**src/rtl/wb_regfile_write_scheduler.sv**
```systemverilog
// Write-back to register-file write scheduler: queues up to two writes per beat, drains one per grant.
// Optional decode forwarding lookup is built only when WB_SCHED_FWD_EN is defined.
module wb_regfile_write_scheduler #(
   parameter int DEPTH = 4,
   parameter int PTR_W = 2
) (
   input  logic             clk,
   input  logic             reset,
   input  logic             wbValid,
   output logic             wbReady,
   input  logic             regWriteEn,
   input  logic [2:0]       regAddr,
   input  logic [15:0]      writeData,
   input  logic             r7WriteEn,
   input  logic [15:0]      writeR7Data,
   output logic             rfWrEn,
   output logic [2:0]       rfWrAddr,
   output logic [15:0]      rfWrData,
   input  logic             rfGrant,
   input  logic [2:0]       lookupAddr,
   output logic             lookupHit,
   output logic [15:0]      lookupData,
   output logic [PTR_W:0]   pendCount,
   output logic             empty
);

   localparam logic [PTR_W:0] READY_MAX = (PTR_W+1)'(DEPTH - 2);

   logic [2:0]       addr_q [DEPTH];
   logic [15:0]      data_q [DEPTH];
   logic [PTR_W-1:0] rdPtr;
   logic [PTR_W-1:0] wrPtr;
   logic [PTR_W-1:0] wrPtrNext1;
   logic [PTR_W:0]   cnt;
   logic [PTR_W:0]   numGen;
   logic [PTR_W:0]   cntNext;
   logic             accept;
   logic             genA;
   logic             genB;
   logic             pop;

   // Handshake: a beat transfers on a rising edge where wbValid && wbReady; wbReady
   // comes from registered state only, so the producer may hold wbValid until it sees it.
   // A queued write retires on a rising edge where rfWrEn && rfGrant; the head is held otherwise.
   assign wbReady    = (cnt <= READY_MAX);
   assign accept     = wbValid && wbReady;
   assign genA       = regWriteEn && !(r7WriteEn && (regAddr == 3'd7));
   assign genB       = r7WriteEn;
   assign numGen     = (PTR_W+1)'(genA) + (PTR_W+1)'(genB);
   assign wrPtrNext1 = wrPtr + PTR_W'(1);

   assign rfWrEn   = (cnt != '0);
   assign rfWrAddr = rfWrEn ? addr_q[rdPtr] : 3'd0;
   assign rfWrData = rfWrEn ? data_q[rdPtr] : 16'd0;
   assign pop      = rfWrEn && rfGrant;

   assign cntNext   = cnt + (accept ? numGen : '0) - (PTR_W+1)'(pop);
   assign pendCount = cnt;
   assign empty     = (cnt == '0);

   always_ff @(posedge clk or negedge reset) begin
      if (!reset) begin
         rdPtr <= '0;
         wrPtr <= '0;
         cnt   <= '0;
         for (int i = 0; i < DEPTH; i++) begin
            addr_q[i] <= 3'd0;
            data_q[i] <= 16'd0;
         end
      end else begin
         if (accept && genA) begin
            addr_q[wrPtr] <= regAddr;
            data_q[wrPtr] <= writeData;
         end
         // R7 lands behind the general write when both are present in one beat.
         if (accept && genB) begin
            addr_q[genA ? wrPtrNext1 : wrPtr] <= 3'd7;
            data_q[genA ? wrPtrNext1 : wrPtr] <= writeR7Data;
         end
         if (accept)
            wrPtr <= wrPtr + numGen[PTR_W-1:0];
         if (pop)
            rdPtr <= rdPtr + PTR_W'(1);
         cnt <= cntNext;
      end
   end

`ifdef WB_SCHED_FWD_EN
   logic [PTR_W-1:0] scanIdx;

   // Scan oldest to youngest so a later match overrides an earlier one.
   always_comb begin
      lookupHit  = 1'b0;
      lookupData = 16'd0;
      scanIdx    = '0;
      for (int i = 0; i < DEPTH; i++) begin
         scanIdx = rdPtr + PTR_W'(i);
         if (((PTR_W+1)'(i) < cnt) && (addr_q[scanIdx] == lookupAddr)) begin
            lookupHit  = 1'b1;
            lookupData = data_q[scanIdx];
         end
      end
   end
`else
   logic unused_lookup;

   assign unused_lookup = ^lookupAddr;
   assign lookupHit     = 1'b0;
   assign lookupData    = 16'd0;
`endif

endmodule

```
**config.mk**
```make
export PLATFORM = sky130hd
export DESIGN_NAME = wb_regfile_write_scheduler
export DESIGN_NICKNAME = d
export VERILOG_FILES = /design/src/rtl/wb_regfile_write_scheduler.sv
export SDC_FILE = /design/constraint.sdc
export NUM_CORES = 1
export LEC_CHECK = 0
export CAP_MARGIN = 5
export CORE_MARGIN = 2
export CORE_UTILIZATION = 52
export CTS_CLUSTER_DIAMETER = 120
export DETAILED_ROUTE_END_ITERATION = 10
export PLACE_DENSITY = 0.78
export SYNTH_ARGS = -nofsm -noshare
export SYNTH_HDL_FRONTEND = slang
export SYNTH_SLANG_ARGS = --single-unit
```
**constraint.sdc**
```tcl
create_clock -name clk -period 2.6 [get_ports clk]
set_input_delay 0.52 -clock clk [delete_from_list [all_inputs] [get_ports clk]]
set_output_delay 0.52 -clock clk [all_outputs]
set_load 0.01 [all_outputs]
```
==> flow_summary.toml <==
[worst_setup_path]
critical_path_arrival_ns = 2.05
cp-end-kind = "output pin"
critPathLaunchType = "flip-flop"
timing.critical_path.fanout_max = 21
type_of_the_setup_path_with_the_least_slack = "reg -> out"
crit_required_ns = 2.08

[global_route]
grt_start_max_net_pins = 77
first_pass_grt_wire_length_um = 27600
global_route.usage.total_pct = 32.4
first_global_vias = 5243
grt_overflow = 0
antenna_found_initial = 0

[die]
die_x_um = 104
floorplan.core_area_um2 = 9680
design.portCount = 86
die_height_um = 104
row_count = 36
initial_utilization_pct = 53.3
die_outline_area_um2 = 10700

[place]
place_worst_setup_slack_ns = -0.373
hpwl_um = 10500
buffer_ports.inserted = 65
finalWeightedCongestion = 0.870

[final_layout]
multiInputGateArea_um2 = 2700
drive_above_1_share_pct = 15.7
nets = 672
area_delta_synth_final_pct = 22.9
layout.area.seq_um2 = 2080
fill_cells = 797
antenna_cells = 0

[drt]
wire_per_inst_um = 22.9
postRouteAntennaNets = 0
drt_iter0_drcs = 654
drc = 0
routed_wl_um = 17300
post_drt_via_cell_ratio = 6.89
num_vias = 5206
drtPass1Iterations = 6

[sta]
layout_min_cycle_time_ns = 2.57
final_max_tran_viols = 0
worst_slew_pin_slew_ns = 0.814
postLayoutSetupSlackWorst_ns = 0.0301
setup_viol = 0
skew_ns = 0.0170
max_freq_ghz = 0.389
rsz0062_at_grt = "no"
ratio_of_final_minimum_period_to_clock_period_pct = 98.8
hold_violations = 0
max_slew_margin_pct = 45.7

[cts]
cts_htree_levels = 3
path_clk_slew_ns = 0.10
cts_tree = "built"
cts_made_buffers = 9
clockBufferDepth = 2
cts_hold_buf = 0
clkLatencyLatePin_ns = 0.37
clock_tree.root_cell = "sky130_fd_sc_hd__clkbuf_8"
clock-sinks = 83

[synth]
yosys.cell_types.count = 29
synth.ff_latch_count = 83
yosysWarningCount = 0
syn_area_um2 = 5160
synth_sequential_area_ratio_pct = 40.3
postSynthCellCount = 550
synth.avg_cell_area_um2 = 9.38

[power]
p_total_mw = 7.71
ir_drop_mv = 0.706
power.density_cell_area_nw_per_um2 = 1220
leakage_nw = 2.40

[hold_path]
holdCritPathClass = "in -> async"

[run_status]
outcome = "completed"

[job]
maxCapViolations = 0
==> stage by stage <==
stage	utilization [%]	TNS, ns	hold slack (ns)	instance area [um^2]	instances
CTS	65.2	0	0.126	6310	755
global placement	62.5	-0.452	0.504	6060	733
global route	65.5	0	0.133	6340	756
finish	65.5	0	0.112	6340	756
detailed placement	62.5	-0.588	0.511	6060	733
floorplan	-	0	0.224	5220	566
==> flip-flops by register name (all words and copies together), names as in the netlist <==
name and cells:
pendCount 3, addr_q 12, rdPtr 2, data_q 64, wrPtr 2
==> worst paths after layout <==
kind | start | cells after the start | to | slack, ns
setup / recovery | pendCount[2] | 4 | rfWrData[14] | 0.03
hold / removal | reset | 1 | data_q[45] | 0.11
setup reg to reg | pendCount[2] | 9 | pendCount[2] | 0.25
hold reg to reg | addr_q[2] | 2 | addr_q[2] | 0.53
max in group asynchronous | reset | 2 | data_q[4] | 1.83
min in group clk | addr_q[2] | 2 | addr_q[2] | 0.53
==> cells in the mapped netlist <==
| cell type | n | area share [%] |
|---|---|---|
| sky130_fd_sc_hd__nand2_1 | 2 | 0.15 |
| sky130_fd_sc_hd__and2_1 | 20 | 2.4 |
| sky130_fd_sc_hd__a21o_1 | 5 | 0.73 |
| sky130_fd_sc_hd__a31oi_1 | 64 | 7.8 |
| sky130_fd_sc_hd__or4_1 | 2 | 0.29 |
| sky130_fd_sc_hd__nand4_1 | 4 | 0.48 |
| sky130_fd_sc_hd__nor4_2 | 1 | 0.24 |
| sky130_fd_sc_hd__xnor2_1 | 4 | 0.68 |
| sky130_fd_sc_hd__buf_2 | 11 | 1.1 |
| sky130_fd_sc_hd__inv_1 | 12 | 0.87 |
| sky130_fd_sc_hd__fa_1 | 1 | 0.39 |
| sky130_fd_sc_hd__dfrtp_1 | 83 | 40 |
| sky130_fd_sc_hd__a211oi_1 | 64 | 9.3 |
| sky130_fd_sc_hd__buf_4 | 17 | 2.5 |
| sky130_fd_sc_hd__o21ai_0 | 77 | 7.5 |
| sky130_fd_sc_hd__nand3_1 | 92 | 8.9 |
| sky130_fd_sc_hd__xor2_1 | 2 | 0.34 |
| sky130_fd_sc_hd__o211ai_1 | 4 | 0.58 |
| sky130_fd_sc_hd__nor2_1 | 1 | 0.073 |
| sky130_fd_sc_hd__buf_1 | 6 | 0.44 |
| sky130_fd_sc_hd__and4_4 | 1 | 0.22 |
| sky130_fd_sc_hd__mux4_2 | 19 | 8.3 |
| sky130_fd_sc_hd__inv_2 | 2 | 0.15 |
| sky130_fd_sc_hd__buf_6 | 5 | 1.1 |
| sky130_fd_sc_hd__ha_1 | 9 | 2.2 |
| sky130_fd_sc_hd__or3_1 | 1 | 0.12 |
| sky130_fd_sc_hd__conb_1 | 1 | 0.073 |
| sky130_fd_sc_hd__clkbuf_1 | 39 | 2.8 |
| sky130_fd_sc_hd__nor3_1 | 1 | 0.097 |
==> power breakdown <==
part           switching [mW]  leakage (nW)  internal [mW]
Sequential              0.374         0.991           1.95
Clock                   0.499         0.108          0.520
Combinational            2.36          1.30           2.00
==> cell families (layout without fill, tap and decap cells) <==
kind of cell,count (synthesis),after routing,synth area share (%)
AOI/OAI and AO/OA,214,214,25.8
and+or+nand+nor,125,125,13.0
buffers and inverters,92,149,8.92
DFF,83,83,40.3
muxes,19,19,8.29
adders and majority gates,10,10,2.57
xor gates and xnor gates,6,6,1.02
other,1,17,0.0727
==> critical path, stage by stage (launching register included) <==
cell                              delay (ns)
sky130_fd_sc_hd__dfrtp_1                0.42
sky130_fd_sc_hd__or3_4                  0.41
sky130_fd_sc_hd__buf_8                  0.18
sky130_fd_sc_hd__and2_1                 0.18
sky130_fd_sc_hd__clkdlybuf4s50_1        0.49
==> final cells by class <==
class                   count  area share (%)
well taps                 133            2.62
clock buffers              12            2.61
clock inverters             4           0.750
repair buffers            119            17.8
multi-input cells         391            42.6
flip-flops and latches     83            32.8
inverters                  14           0.829
==> routing by layer <==
layer	track usage, %	part of all wire, %
met2	50.1	48
met4	16.4	4.0
met1	42.5	37
met3	8.43	11
met5	0	0
==> placed cells by master, fill, tap and decap left out, drive strengths merged, types with 4 or more instances in the layout <==
cell and n:
nand3 92, dfrtp 83, o21ai 77, a211oi 64, a31oi 64, buf 55, clkdlybuf4s50 45, and2 20
mux4 19, conb 17, dlygate4sd2 15, inv 14, clkbuf 12, ha 9, a21o 5, nand4 4
o211ai 4, xnor2 4
==> repair_timing <==
item	CTS	global route
gates resized for setup	23	7
buffers inserted	6	1
endpoints found under the setup margin	19	5
No activity file was read; power rests on OpenSTA's default activity.
